## src/rtl/operand_a_stage.sv

```systemverilog
// Operand-A stage at the decode/execute boundary: picks rs1, PC or zero, resolves rs1
// against in-flight writeback sources, stalls on load-use and holds one result for the ALU.
module operand_a_stage #(
    parameter int XLEN        = 32,
    parameter int NUM_FWD     = 3,
    parameter int STALL_CNT_W = 16
) (
    input  logic                    clk_i,
    input  logic                    rst_i,

    input  logic                    in_valid_i,
    output logic                    in_ready_o,
    input  logic                    lui_i,
    input  logic                    jal_i,
    input  logic                    jalr_i,
    input  logic                    auipc_i,
    input  logic [4:0]              rs1_addr_i,
    input  logic [XLEN-1:0]         rs1_data_i,
    input  logic [XLEN-1:0]         pc_i,

    input  logic [NUM_FWD-1:0]      fwd_valid_i,
    input  logic [NUM_FWD-1:0]      fwd_pending_i,
    input  logic [5*NUM_FWD-1:0]    fwd_rd_i,
    input  logic [XLEN*NUM_FWD-1:0] fwd_data_i,

    input  logic                    flush_i,

    output logic                    out_valid_o,
    input  logic                    out_ready_i,
    output logic [XLEN-1:0]         opa_o,
    output logic [1:0]              opasel_o,

    output logic                    stall_o,
    output logic [STALL_CNT_W-1:0]  stall_cnt_o
);

    typedef enum logic {
        EMPTY = 1'b0,
        FULL  = 1'b1
    } state_e;

    localparam logic [1:0] SEL_RS1  = 2'b00;
    localparam logic [1:0] SEL_PC   = 2'b01;
    localparam logic [1:0] SEL_ZERO = 2'b10;

    function automatic logic [STALL_CNT_W-1:0] sat_inc(input logic [STALL_CNT_W-1:0] v);
        return (&v) ? v : v + 1'b1;
    endfunction

    state_e                 state_q;
    state_e                 state_d;
    logic                   vld_p0;
    logic [XLEN-1:0]        opa_p0;
    logic [1:0]             opasel_p0;
    logic [STALL_CNT_W-1:0] stall_cnt_q;

    logic [1:0]             sel_c;
    logic [XLEN-1:0]        opa_c;
    logic                   hazard_c;
    logic                   ready_c;
    logic                   accept_c;

    // Walking from the oldest source down to index 0 lets the youngest match overwrite
    // any older one, so a pending older source never masks a ready younger one.
    always_comb begin
        sel_c    = SEL_RS1;
        opa_c    = rs1_data_i;
        hazard_c = 1'b0;
        if (lui_i) begin
            sel_c = SEL_ZERO;
            opa_c = '0;
        end else if (jal_i || jalr_i || auipc_i) begin
            sel_c = SEL_PC;
            opa_c = pc_i;
        end else if (rs1_addr_i == 5'd0) begin
            opa_c = '0;
        end else begin
            for (int k = NUM_FWD - 1; k >= 0; k--) begin
                if (fwd_valid_i[k] && (fwd_rd_i[5*k +: 5] == rs1_addr_i)) begin
                    hazard_c = fwd_pending_i[k];
                    opa_c    = fwd_data_i[XLEN*k +: XLEN];
                end
            end
        end
    end

    assign vld_p0   = (state_q == FULL);
    assign stall_o  = in_valid_i & hazard_c & ~flush_i;
    assign ready_c  = (~vld_p0 | out_ready_i) & ~stall_o & ~flush_i;
    assign accept_c = in_valid_i & ready_c;

    // Reset empties the register, so upstream sees a free slot throughout reset.
    assign in_ready_o = ready_c | rst_i;

    always_comb begin
        state_d = state_q;
        unique case (state_q)
            EMPTY: if (accept_c) state_d = FULL;
            FULL:  if (!accept_c && out_ready_i) state_d = EMPTY;
        endcase
        if (flush_i) state_d = EMPTY;
    end

    always_ff @(posedge clk_i or posedge rst_i) begin
        if (rst_i) begin
            state_q <= EMPTY;
        end else begin
            state_q <= state_d;
        end
    end

    // ---- stage p0: held operand and select ----
    always_ff @(posedge clk_i or posedge rst_i) begin
        if (rst_i) begin
            opa_p0    <= '0;
            opasel_p0 <= SEL_RS1;
        end else if (accept_c) begin
            opa_p0    <= opa_c;
            opasel_p0 <= sel_c;
        end
    end

    always_ff @(posedge clk_i or posedge rst_i) begin
        if (rst_i) begin
            stall_cnt_q <= '0;
        end else if (stall_o) begin
            stall_cnt_q <= sat_inc(stall_cnt_q);
        end
    end

    assign out_valid_o = vld_p0;
    assign opa_o       = opa_p0;
    assign opasel_o    = opasel_p0;
    assign stall_cnt_o = stall_cnt_q;

endmodule

```

## config.mk

```make
export PLATFORM = sky130hd
export DESIGN_NAME = operand_a_stage
export DESIGN_NICKNAME = d
export VERILOG_FILES = /design/src/rtl/operand_a_stage.sv
export SDC_FILE = /design/constraint.sdc
export NUM_CORES = 1
export LEC_CHECK = 0
export CORE_ASPECT_RATIO = 0.7
export CORE_MARGIN = 2
export CORE_UTILIZATION = 38
export CTS_BUF_LIST = sky130_fd_sc_hd__clkbuf_4 sky130_fd_sc_hd__clkbuf_8
export CTS_CLUSTER_DIAMETER = 150
export DETAILED_ROUTE_END_ITERATION = 7
export GPL_TIMING_DRIVEN = 0
export PLACE_DENSITY_LB_ADDON = 0.1
export SLEW_MARGIN = 15
export SYNTH_ARGS = -nofsm -noshare
export SYNTH_HDL_FRONTEND = slang
export SYNTH_SLANG_ARGS = --single-unit
```

## constraint.sdc

```tcl
create_clock -name clk_i -period 2.7 [get_ports clk_i]
set_clock_uncertainty 0.2 [all_clocks]
set_input_delay 0.54 -clock clk_i [delete_from_list [all_inputs] [get_ports clk_i]]
set_output_delay 0.54 -clock clk_i [all_outputs]
set_load 0.005 [all_outputs]
```

== Word level (Yosys, flattened, before mapping) ==
Index checks and enable logic that the tools add are counted.
Storage, ports and cells
  bits in registers: 51
  input port bits: 195
  output and inout port bits: 53
  word-level logic and storage cells: 47
Operators by class
  add/subtract/negate cells: 1
  equality and inequality tests: 3
  mux-type cells: 18
  bitwise operators: 11
  reduce and logical (&&, ||, !) cells: 10
Operators with widths (count)
  $mux 32: 6
  $add 16x1->16 const B: 1
  $reduce_and 16->1: 1
  $eq 5x5->1: 3
  $mux 1: 10
  $and 1x1->1: 5
  $logic_not 5->1: 1
  $logic_and 1x1->1: 4
  $not 1->1: 4
  $logic_or 1x1->1: 2
  $mux 2: 1
  $or 1x1->1: 2
  $pmux 1 s2: 1
  $reduce_and 2->1: 1
  $logic_not 1->1: 1

== Depth between registers and ports, before layout ==
Gate-level depths: netlist of run 1.
  word-level depth: 19
  gate-level depth with buffers: 10
  gate-level depth less buffers: 7

== Least setup slack after synthesis of run 1 ==
OpenSTA, ideal clock, no wires.
  path type: input -> register
  start point: input port rs1_addr_i[4]
  end point: register opa_p0[0], in the netlist opa_o[0]
  library setup time: 80 ps
  data arrival time: 2443 ps
  data required time: 2420 ps
  slack: -23 ps
  stages on the path: 9
  path buffers: 2
  cell sequence: xor2_1 > nor4_4 > a211oi_1 > o31ai_4 > inv_2 > or3_1 > buf_2 > buf_6 > o211ai_2
On the way
  cells in the longest elaborated chain, start to end: 14
  elaborated cells on any way between the ends: 25
  classes of those cells: eq/ne: 3; mux: 12; bitwise: 6; reduce/logical: 4
Ends and longest elaborated chain
  from (decl): line 17  | input logic [4:0] rs1_addr_i,
  $eq 5x5->1: line 79  | if (fwd_valid_i[k] && (fwd_rd_i[5*k +: 5] == rs1_addr_i)) begin
  $logic_and 1x1->1: line 79
  $mux 1 (3 in series): line 79
  $mux 1: line 75  | end else if (rs1_addr_i == 5'd0) begin
  $mux 1: line 72  | end else if (jal_i || jalr_i || auipc_i) begin
  $mux 1: line 69  | if (lui_i) begin
  $and 1x1->1 (2 in series): line 88  | assign stall_o = in_valid_i & hazard_c & ~flush_i;
  $not 1->1: line 89  | assign ready_c = (~vld_p0 | out_ready_i) & ~stall_o & ~flush_i;
  $and 1x1->1 (2 in series): line 89
  $and 1x1->1: line 90  | assign accept_c = in_valid_i & ready_c;
  to (signal assigned): line 118  | opa_p0 <= opa_c;
  to (decl): line 53  | logic [XLEN-1:0] opa_p0;
Parallel ways exist; a longest one is shown, timed or not.
A chain may end at the register's enable or synchronous reset.

== Worst setup path after layout of run 1 ==
  start point: input port rs1_addr_i[2]
  end point: output port in_ready_o
On the way
  cells in the longest elaborated chain, start to end: 14
  elaborated cells on any way between the ends: 19
  classes of those cells: eq/ne: 3; mux: 6; bitwise: 6; reduce/logical: 4
Ends and longest elaborated chain
  $eq 5x5->1: line 79
  $logic_and 1x1->1: line 79
  $mux 1 (3 in series): line 79
  $mux 1 *: line 75
  $mux 1 *: line 72
  $mux 1 *: line 69
  $and 1x1->1 * (2 in series): line 88
  $not 1->1 *: line 89
  $and 1x1->1 * (2 in series): line 89
  $or 1x1->1 *: line 93  | assign in_ready_o = ready_c | rst_i;
  to (decl): line 12  | output logic in_ready_o,
Mark *: on every way between the ends. The rest lies on a longest branch, timed or not.

==> results of run 1 <==
worst max path at each step:
stage | depth (start not counted) | from | to | slack [ns]
global placement | 9 | rs1_addr_i[2] | stall_o | -1.59
detailed placement | 9 | rs1_addr_i[2] | stall_o | -1.62
global route | 9 | rs1_addr_i[1] | in_ready_o | -0.12
CTS | 10 | rs1_addr_i[2] | in_ready_o | -0.05
finish | 10 | rs1_addr_i[2] | in_ready_o | -0.03
floorplan | 9 | rs1_addr_i[4] | opa_o[0]$_DFFE_PP0P_ | 0.05
sequential cells by signal (all words and copies together), names as in the netlist:
signal       flops
out_valid_o      1
opa_o           32
stall_cnt_o     16
opasel_o         2
cells in the mapped netlist, types with 10 or more instances:
cell type / number
sky130_fd_sc_hd__a211oi_1: 33
sky130_fd_sc_hd__a22oi_1: 32
sky130_fd_sc_hd__a2bb2oi_1: 32
sky130_fd_sc_hd__and3_1: 37
sky130_fd_sc_hd__clkbuf_1: 33
sky130_fd_sc_hd__dfrtp_1: 51
sky130_fd_sc_hd__nand2_1: 43
sky130_fd_sc_hd__nand3_1: 10
sky130_fd_sc_hd__o211ai_2: 30
sky130_fd_sc_hd__o21ai_0: 32
sky130_fd_sc_hd__xnor2_1: 19
sky130_fd_sc_hd__xor2_1: 11
timing repair:
item / in CTS / in global routing
resized for setup: 107 / 28
hold buffers: 0 / 0
setup buffers: 13 / 1
pin swaps: 22 / 8
endpoints found under the setup margin: 52 / 36
hold endpoints to repair: 0 / 0
area by class of cell:
| type | count | area share (%) |
|---|---|---|
| timing repair buffer | 261 | 37.6 |
| multi-input combinational | 324 | 36.6 |
| sequential | 51 | 18.7 |
| buffer | 38 | 2.98 |
| tap | 128 | 2.34 |
| clock buffer | 6 | 1.12 |
| clock inverter | 1 | 0.439 |
| inverter | 4 | 0.220 |
per-layer routing:
layer	vias up	routed length, um
li1	2135	-
met1	2222	6540
met2	209	7770
met3	34	1270
met4	0	300
met5	-	0
where the power goes:
group | switching [mW] | total (mW) | leakage (nW) | internal (mW)
sequential | 0.0605 | 0.894 | 0.680 | 0.833
clock | 0.260 | 0.542 | 0.0547 | 0.282
combinational | 0.295 | 0.824 | 2.10 | 0.530
cells by family after synthesis:
| family | after synthesis | share of synthesized area, % |
|---|---|---|
| AOI/OAI and AO/OA | 166 | 36.0 |
| and+or+nand+nor | 125 | 17.7 |
| DFF | 51 | 33.6 |
| buffers and inverters | 42 | 4.82 |
| xor gates and xnor gates | 30 | 6.93 |
| muxes | 2 | 0.594 |
| adders and majority gates | 1 | 0.330 |
==> insert_results.sql, run 1 <==
INSERT INTO impl_metrics (metric_group, metric, value, unit) VALUES
('global_route', 'pin_count_of_the_biggest_net_entering_global_routing', '35', ''),
('clocking', 'cts.htree.levels', '2', ''),
('setup_path', 'critical_path.endpoint_type', 'output port', ''),
('global_route', 'top_usage_layer', 'met2', ''),
('synth', 'ys_types', '35', ''),
('synth', 'synth.largest_area_cell', 'sky130_fd_sc_hd__dfrtp_1', ''),
('timing', 'share_of_the_cycle_needed_by_the_critical_path_after_routing', '101', '%'),
('detailed_routing', 'first_pass_iters', '5', ''),
('synth', 'synth_area_per_cell', '9.10', 'sq um'),
('finish', 'area_growth', '80.2', '%'),
('timing', 'timing.setup.tns', '-0.0317', 'ns'),
('worst_hold_path', 'hold_class', 'reg2reg', ''),
('timing', 'final.min_clock_period', '2.73', 'ns'),
('setup_path', 'crit-reg2reg-capture', 'stall_cnt_o[1]$_DFFE_PP0P_', ''),
('synth', 'synth_enable_flop_cells', '0', ''),
('place', 'numPlacedInstances', '793', ''),
('die', 'initial_core_util', '39.2', '%'),
('die', 'ioPinCount', '248', ''),
('setup_path', 'worst-setup-path-type', 'in2out', ''),
('global_route', 'grt_use_met1', '35.3', '%'),
('global_route', 'groute.layer.met2.usage', '50.0', '%'),
('die', 'core-area', '9680', 'sq um'),
('place', 'detailed_place.area', '6450', 'sq um'),
('clocking', 'cts_max_path_bufs', '2', ''),
('pwr', 'leakagePower', '2.83', 'nW'),
('timing', 'whs', '0.295', 'ns'),
('timing', 'finalHoldViolCount', '0', ''),
('worst_hold_path', 'hold_start', 'opasel_o[0]$_DFFE_PP0P_', ''),
('die', 'std_cell_rows', '30', ''),
('synth', 'synth_fp_nets', '613', ''),
('setup_path', 'worst_r2r_path_depth', '6', ''),
('run_status', 'outcome', 'finished with violations', ''),
('place', 'detailed_place_hpwl', '12.0', 'mm'),
('synth', 'syn_inst', '417', ''),
('pwr', 'cellPowerDensity', '331', 'nW/um^2'),
('synth', 'ys_ff_latch', '51', ''),
('place', 'placer_congestion_estimate', '0.856', ''),
('timing', 'tightest_slew', '0.536', 'ns'),
('synth', 'synth.top_cells.by_area', 'sky130_fd_sc_hd__dfrtp_1 34%, sky130_fd_sc_hd__o211ai_2 9.9%, sky130_fd_sc_hd__a2bb2oi_1 7.4%, sky130_fd_sc_hd__a211oi_1 6.5%, sky130_fd_sc_hd__a22oi_1 6.3%', ''),
('finish', 'stdcell_count', '813', ''),
('timing', 'setup_ws', '-0.0317', 'ns'),
('pwr', 'power', '2.26', 'mW'),
('finish', 'final_cell_area', '6840', 'sq um'),
('detailed_routing', 'post_drt_via_cell_ratio', '5.66', ''),
('global_route', 'track_usage', '28.3', '%'),
('synth', 'yosysWarningCount', '0', ''),
('setup_path', 'critical_path_required', '1.96', 'ns'),
('flow_run', 'cap_violations', '0', ''),
('timing', 'rsz0062_at_grt', 'yes', ''),
('finish', 'fillers', '764', ''),
('detailed_routing', 'number_of_design_rule_violations_left_by_the_first_detailed_router_iteration', '305', ''),
('global_route', 'via_count_of_the_first_global_routing_pass', '4676', ''),
('detailed_routing', 'route.detailed.drc', '0', ''),
('setup_path', 'timing.critical_path.fanout_max', '3', ''),
('setup_path', 'crit_path_max_incr_delay', '0.51', 'ns'),
('run_status', 'violated_checks', 'setup timing', ''),
('pwr', 'vdd_ir_drop_max', '0.221', 'mV'),
('place', 'buffer_ports.inserted', '247', ''),
('setup_path', 'cpLargestDelayFamily', 'simple AND/OR/NAND/NOR gates', ''),
('die', 'die-area', '10800', 'sq um'),
('die', 'floorplan.die.height', '87.6', 'um'),
('synth', 'synth_top_area_share', '33.6', '%'),
('synth', 'seq_area_frac_synth', '33.6', '%'),
('finish', 'final_common_cell', 'sky130_fd_sc_hd__clkdlybuf4s50_1', ''),
('timing', 'relSlewSlack', '64.3', '%'),
('clocking', 'cts_buffers', '5', ''),
('global_route', 'met3_usage', '6.51', '%'),
('timing', 'report.final.setup_viol', '1', ''),
('timing', 'fmax', '0.366', 'GHz'),
('global_route', 'antenna_violations_before_repair', '0', ''),
('clocking', 'clkSlewWorstSetupHoldPaths', '0.09', 'ns');
(Power assumes the default switching activity.)
==> run 2, diff against run 1 <==
CELL_PAD_IN_SITES_DETAIL_PLACEMENT = 0   (was not set)
CELL_PAD_IN_SITES_GLOBAL_PLACEMENT = 1   (was not set)
CORE_UTILIZATION = 26   (was 38)
==> insert_results.sql, run 2 (synthesized netlist as in run 1, its figures left out) <==
INSERT INTO impl_metrics (metric_group, metric, value, unit) VALUES
('global_route', 'via_count_of_the_first_global_routing_pass', '4610', ''),
('pwr', 'switching_share', '29.5', '%'),
('setup_path', 'register_to_register_setup_slack', '0.28', 'ns'),
('timing', 'fmax', '0.357', 'GHz'),
('timing', 'final.min_clock_period', '2.80', 'ns'),
('setup_path', 'worst_path_max_delay_cell', 'sky130_fd_sc_hd__or4_4', ''),
('setup_path', 'worst-path-buf-inv', '5', ''),
('setup_path', 'worstSetupStartpoint', 'rs1_addr_i[4]', ''),
('timing', 'share_of_the_cycle_needed_by_the_critical_path_after_routing', '104', '%'),
('timing', 'finalHoldViolCount', '0', ''),
('pwr', 'internal_dissipation', '1.56', 'mW'),
('clocking', 'cts_max_path_bufs', '2', ''),
('timing', 'setup_ws', '-0.0989', 'ns'),
('clocking', 'clkSlewWorstSetupHoldPaths', '0.11', 'ns'),
('die', 'floorplan.die.height', '105', 'um'),
('pwr', 'vdd_ir_drop_max', '0.174', 'mV'),
('global_route', 'antenna_violations_before_repair', '1', ''),
('pwr', 'seq_power_share', '40.3', '%'),
('die', 'initial_core_util', '26.9', '%'),
('die', 'die-area', '15600', 'sq um'),
('run_status', 'outcome', 'finished with violations', ''),
('finish', 'final_cell_area', '7030', 'sq um'),
('setup_path', 'crit_end', 'stall_o', ''),
('flow_run', 'cap_violations', '0', ''),
('setup_path', 'worst-setup-path-type', 'in2out', ''),
('clocking', 'clock_sink_count', '51', ''),
('detailed_routing', 'route.detailed.drc', '0', ''),
('global_route', 'track_usage', '20.9', '%'),
('finish', 'fin_nets', '886', ''),
('setup_path', 'r2r_start', 'stall_cnt_o[4]$_DFFE_PP0P_', ''),
('die', 'core-area', '14100', 'sq um'),
('setup_path', 'setup.worst_path.start_class', 'input pin', ''),
('place', 'detailed_place.area', '6520', 'sq um'),
('timing', 'whs', '0.298', 'ns'),
('clocking', 'postCtsHoldBufs', '0', ''),
('timing', 'tightest_slew', '0.620', 'ns'),
('finish', 'area_growth', '85.4', '%'),
('setup_path', 'cpLargestDelayFamily', 'simple AND/OR/NAND/NOR gates', ''),
('die', 'die_w', '148', 'um'),
('setup_path', 'timing.critical_path.fanout_max', '3', ''),
('die', 'std_cell_rows', '36', ''),
('detailed_routing', 'detail_route.wirelength', '17.1', 'mm'),
('finish', 'proportion_of_layout_cells_with_a_drive_suffix_above_1', '16.6', '%'),
('pwr', 'power.clock.fraction', '22.1', '%'),
('place', 'numPlacedInstances', '855', ''),
('clocking', 'cts_tree', 'built', ''),
('clocking', 'worst_skew_pair.late_latency', '0.31', 'ns'),
('setup_path', 'critical_path.cell_chain', 'buf_8 -> or4_4 -> o211ai_1 -> a31oi_4 -> o31ai_4 -> buf_6 -> inv_4 -> buf_8 -> buf_6', ''),
('detailed_routing', 'drt-wirelength-per-cell', '19.4', 'um'),
('detailed_routing', 'post_drt_via_cell_ratio', '5.09', ''),
('detailed_routing', 'number_of_design_rule_violations_left_by_the_first_detailed_router_iteration', '228', ''),
('finish', 'fillers', '1299', ''),
('timing', 'report.final.setup_viol', '33', ''),
('place', 'buffer_ports.inserted', '247', ''),
('worst_hold_path', 'hold_class', 'reg2reg', ''),
('pwr', 'net-switching-power', '0.651', 'mW'),
('global_route', 'grt_pass1_wl', '25.5', 'mm'),
('setup_path', 'worst_r2r_path_depth', '6', ''),
('pwr', 'power.share.combinational', '37.6', '%'),
('run_status', 'violated_checks', 'setup timing', ''),
('timing', 'number_of_slew_limit_violations_in_the_final_report', '0', ''),
('clocking', 'cts.htree.levels', '2', ''),
('global_route', 'pin_count_of_the_biggest_net_entering_global_routing', '35', ''),
('timing', 'relSlewSlack', '58.3', '%'),
('setup_path', 'crit-reg2reg-capture', 'stall_cnt_o[1]$_DFFE_PP0P_', ''),
('setup_path', 'crit_path_max_incr_delay', '0.51', 'ns'),
('pwr', 'cellPowerDensity', '314', 'nW/um^2'),
('global_route', 'grt_remaining_overflow', '0', ''),
('setup_path', 'worst_ep_arrival_time', '2.06', 'ns'),
('place', 'preCtsSetupSlack', '-1.59', 'ns'),
('setup_path', 'critical_path.endpoint_type', 'output port', ''),
('setup_path', 'critical_path_required', '1.96', 'ns'),
('finish', 'final_common_cell', 'sky130_fd_sc_hd__clkdlybuf4s50_1', ''),
('timing', 'rsz0062_at_grt', 'yes', ''),
('place', 'placer_congestion_estimate', '0.872', ''),
('detailed_routing', 'final_antenna_net_count', '0', ''),
('finish', 'stdcell_count', '882', ''),
('finish', 'largest_reg_flops', '32', ''),
('pwr', 'leakagePower', '2.91', 'nW'),
('clocking', 'ctsRootBufferMaster', 'sky130_fd_sc_hd__clkbuf_8', ''),
('setup_path', 'timing.critical_path.depth', '9', ''),
('place', 'detailed_place_hpwl', '13.0', 'mm'),
('detailed_routing', 'first_pass_iters', '4', ''),
('finish', 'most-common-layout-cells', '221 x sky130_fd_sc_hd__clkdlybuf4s50_1, 51 x sky130_fd_sc_hd__dfrtp_1, 42 x sky130_fd_sc_hd__nand2_1', ''),
('clocking', 'cts_buffers', '5', ''),
('die', 'ioPinCount', '248', ''),
('detailed_routing', 'vias', '4486', '');
## run 2: worst min-delay path by stage
stage                                  from                      end  slack, ns  cells after the start
floorplan           opasel_o[0]$_DFFE_PP0P_  opasel_o[0]$_DFFE_PP0P_       0.27                      1
global placement    opasel_o[0]$_DFFE_PP0P_  opasel_o[0]$_DFFE_PP0P_       0.26                      1
detailed placement  opasel_o[0]$_DFFE_PP0P_  opasel_o[0]$_DFFE_PP0P_       0.27                      1
CTS                 opasel_o[0]$_DFFE_PP0P_  opasel_o[0]$_DFFE_PP0P_       0.30                      1
global route        opasel_o[0]$_DFFE_PP0P_  opasel_o[0]$_DFFE_PP0P_       0.32                      1
finish              opasel_o[0]$_DFFE_PP0P_  opasel_o[0]$_DFFE_PP0P_       0.30                      1
## run 2: what timing repair did
item / 4_1_cts / 5_1_grt
pin swaps: 21 / 43
buffers inserted: 12 / 3
resized for setup: 89 / 40
endpoints found under the setup margin: 52 / 47
cloned: 0 / 3
## run 2: power by group through the flow
| stage | Sequential, mW | Combinational (mW) | Clock [mW] |
|---|---|---|---|
| floorplan | 0.902 | 0.271 | 0 |
| global placement | 0.899 | 0.787 | 0 |
| detailed placement | 0.903 | 0.801 | 0 |
| CTS | 0.888 | 0.817 | 0.512 |
| global route | 0.901 | 0.890 | 0.542 |
| finish | 0.890 | 0.830 | 0.489 |
## run 2: stage by stage
step                      TNS [ns]  util (%)  total power, mW
after floorplan                  0         -             1.17
after detailed placement    -45.57      46.3             1.70
after CTS                    -1.26      48.5             2.22
after global routing         -2.67      49.9             2.33
after global placement      -67.17      46.1             1.69
final                        -1.48      49.9             2.21
## run 2: layer usage
layer	part of all wire [%]	wire [um]	track usage (%)
met1	46	7920	29.1
met5	0	0	0
met2	47	7970	34.9
met3	5.8	988	3.14
met4	1.2	200	3.20
## run 2: layout make-up
type                    count  area, sq um  share of cell area (%)
plain buffers              38          231                    3.29
clock inverters             3         27.5                   0.391
inverters                   4         20.0                   0.285
diodes                      1         2.50                  0.0356
well taps                 190          238                    3.38
repair buffers            266         2660                    37.8
multi-input cells         324         2510                    35.7
flip-flops and latches     51         1280                    18.1
clock buffers               5         68.8                   0.978
==> run 3, diff against run 2 <==
CORE_ASPECT_RATIO = 0.6   (was 0.7)
==> insert_results.sql, run 3 (synthesized netlist as in run 1, its figures left out) <==
INSERT INTO impl_metrics (metric_group, metric, value, unit) VALUES
('die', 'die-area', '15600', 'sq um'),
('timing', 'final.min_clock_period', '2.73', 'ns'),
('setup_path', 'setup.worst_path.start_class', 'input pin', ''),
('setup_path', 'worst-setup-path-type', 'in2out', ''),
('setup_path', 'critical_path.endpoint_type', 'output port', ''),
('finish', 'proportion_of_layout_cells_with_a_drive_suffix_above_1', '17.0', '%'),
('timing', 'share_of_the_cycle_needed_by_the_critical_path_after_routing', '101', '%'),
('place', 'preCtsSetupSlack', '-1.64', 'ns'),
('setup_path', 'timing.critical_path.depth', '9', ''),
('setup_path', 'register_to_register_setup_slack', '0.22', 'ns'),
('timing', 'relSlewSlack', '51.7', '%'),
('clocking', 'cts_buffers', '5', ''),
('timing', 'rsz0062_at_grt', 'yes', ''),
('detailed_routing', 'vias', '4539', ''),
('global_route', 'pin_count_of_the_biggest_net_entering_global_routing', '53', ''),
('timing', 'finalHoldViolCount', '0', ''),
('timing', 'tightest_slew', '0.724', 'ns'),
('clocking', 'clkSlewWorstSetupHoldPaths', '0.11', 'ns'),
('die', 'die_w', '160', 'um'),
('run_status', 'violated_checks', 'setup timing', ''),
('global_route', 'grt_pass1_wl', '26.9', 'mm'),
('place', 'buffer_ports.inserted', '247', ''),
('detailed_routing', 'number_of_design_rule_violations_left_by_the_first_detailed_router_iteration', '199', ''),
('detailed_routing', 'post_drt_via_cell_ratio', '5.11', ''),
('timing', 'timing.setup.tns', '-0.0251', 'ns'),
('setup_path', 'timing.critical_path.fanout_max', '4', ''),
('setup_path', 'worst_r2r_path_depth', '6', ''),
('global_route', 'via_count_of_the_first_global_routing_pass', '4875', ''),
('detailed_routing', 'final_antenna_net_count', '0', ''),
('global_route', 'track_usage', '22.1', '%'),
('setup_path', 'crit_path_max_incr_delay', '0.35', 'ns'),
('detailed_routing', 'detail_route.wirelength', '17.6', 'mm'),
('finish', 'most-common-layout-cells', '218 x sky130_fd_sc_hd__clkdlybuf4s50_1, 51 x sky130_fd_sc_hd__dfrtp_1, 40 x sky130_fd_sc_hd__nand2_1', ''),
('place', 'numPlacedInstances', '862', ''),
('clocking', 'cts.htree.levels', '2', ''),
('setup_path', 'worst_ep_arrival_time', '1.99', 'ns'),
('finish', 'final_core_util', '49.4', '%'),
('worst_hold_path', 'min_delay_path_depth', '2', ''),
('detailed_routing', 'first_pass_iters', '4', ''),
('run_status', 'outcome', 'finished with violations', ''),
('die', 'core-area', '14400', 'sq um'),
('global_route', 'antenna_violations_before_repair', '1', ''),
('timing', 'setup_ws', '-0.0251', 'ns'),
('clocking', 'cts_max_path_bufs', '2', ''),
('detailed_routing', 'route.detailed.drc', '0', ''),
('die', 'std_cell_rows', '34', ''),
('finish', 'fin_nets', '884', ''),
('place', 'detailed_place_hpwl', '13.0', 'mm'),
('flow_run', 'cap_violations', '0', ''),
('die', 'floorplan.die.height', '97.6', 'um'),
('finish', 'stdcell_count', '888', ''),
('timing', 'fmax', '0.367', 'GHz'),
('pwr', 'cellPowerDensity', '323', 'nW/um^2'),
('setup_path', 'worst-path-buf-inv', '3', ''),
('detailed_routing', 'drt-wirelength-per-cell', '19.8', 'um'),
('pwr', 'leakagePower', '3.04', 'nW'),
('setup_path', 'cpLargestDelayFamily', 'simple AND/OR/NAND/NOR gates', ''),
('clocking', 'postCtsHoldBufs', '0', ''),
('clocking', 'clock_sink_count', '51', ''),
('finish', 'largest_reg_flops', '32', ''),
('pwr', 'vdd_ir_drop_max', '0.127', 'mV'),
('die', 'initial_core_util', '26.4', '%'),
('setup_path', 'critical_path.cell_chain', 'buf_12 -> xor2_4 -> nor4_4 -> a211oi_2 -> o31ai_4 -> buf_6 -> nand2_2 -> nand2_2 -> buf_6', ''),
('worst_hold_path', 'hold_class', 'in2reg', ''),
('clocking', 'cts_tree', 'built', ''),
('finish', 'fillers', '1343', ''),
('finish', 'area_growth', '87.4', '%'),
('timing', 'number_of_slew_limit_violations_in_the_final_report', '0', ''),
('finish', 'final_cell_area', '7110', 'sq um'),
('clocking', 'worst_skew_pair.late_latency', '0.32', 'ns'),
('timing', 'report.final.setup_viol', '1', ''),
('clocking', 'ctsRootBufferMaster', 'sky130_fd_sc_hd__clkbuf_8', ''),
('setup_path', 'worst_path_max_delay_cell', 'sky130_fd_sc_hd__nor4_4', ''),
('die', 'ioPinCount', '248', ''),
('global_route', 'grt_remaining_overflow', '0', ''),
('place', 'placer_congestion_estimate', '0.865', ''),
('place', 'detailed_place.area', '6520', 'sq um'),
('setup_path', 'critical_path_required', '1.96', 'ns'),
('finish', 'final_common_cell', 'sky130_fd_sc_hd__clkdlybuf4s50_1', '');
## run 3: changes by cell type in the layout (fill, tap and decap cells not counted), sizes merged
cell	previous run	this run
inv	6	4
clkbuf	44	41
clkinvlp	1	0
dlymetal6s2s	1	14
clkdlybuf4s15	2	3
clkdlybuf4s50	221	218
dlygate4sd2	12	2
bufinv	0	1
clkinv	0	2
## run 3: worst paths after layout
kind / from / endpoint
min: flush_i / out_valid_o$_DFF_PP0_
max reg2reg: stall_cnt_o[4]$_DFFE_PP0P_ / stall_cnt_o[1]$_DFFE_PP0P_
max: rs1_addr_i[2] / in_ready_o
min in group asynchronous: rst_i / opa_o[2]$_DFFE_PP0P_
min reg2reg: stall_cnt_o[10]$_DFFE_PP0P_ / stall_cnt_o[10]$_DFFE_PP0P_
max in group asynchronous: rst_i / opa_o[15]$_DFFE_PP0P_
## run 3: what timing repair did
action,4_1_cts,5_1_grt
setup endpoints to repair,51,48
resized for setup,72,72
cloned,3,0
pin swaps,13,35
setup buffers,18,4
hold endpoints to repair,0,0
## run 3: per-layer routing
| layer | global-route usage (%) | wire (um) | vias up |
|---|---|---|---|
| met4 | 4.85 | 227 | 0 |
| met5 | 0 | 0 | - |
| li1 | - | - | 2146 |
| met1 | 29.2 | 8080 | 2190 |
| met2 | 36.0 | 7950 | 185 |
| met3 | 6.06 | 1370 | 18 |
## run 3: stage by stage
| stage | hold slack [ns] | power (mW) |
|---|---|---|
| detailed placement | 0.281 | 1.70 |
| global placement | 0.264 | 1.69 |
| finish | 0.263 | 2.30 |
| floorplan | 0.274 | 1.17 |
| CTS | 0.315 | 2.30 |
| global route | 0.277 | 2.41 |
## run 3: worst reg2reg max path: cells and delay by family (launching register included)
family / cells / cell delay [ns]
DFF: 1 / 0.46
muxes: 1 / 0.34
and+or+nand+nor: 5 / 1.39
## run 3: power by group
| group | internal [mW] | switching, mW |
|---|---|---|
| Combinational | 0.534 | 0.300 |
| Sequential | 0.833 | 0.0568 |
| Clock | 0.277 | 0.298 |
| Total | 1.64 | 0.655 |
## run 3: layout make-up
class | count | area [sq um] | share of cell area, %
timing repair buffer | 264 | 2690 | 37.8
multi-input combinational | 324 | 2520 | 35.5
sequential | 51 | 1280 | 18.0
tap | 198 | 248 | 3.48
buffer | 38 | 239 | 3.36
clock buffer | 5 | 68.8 | 0.968
clock inverter | 3 | 43.8 | 0.616
inverter | 4 | 17.5 | 0.246
antenna | 1 | 2.50 | 0.0352
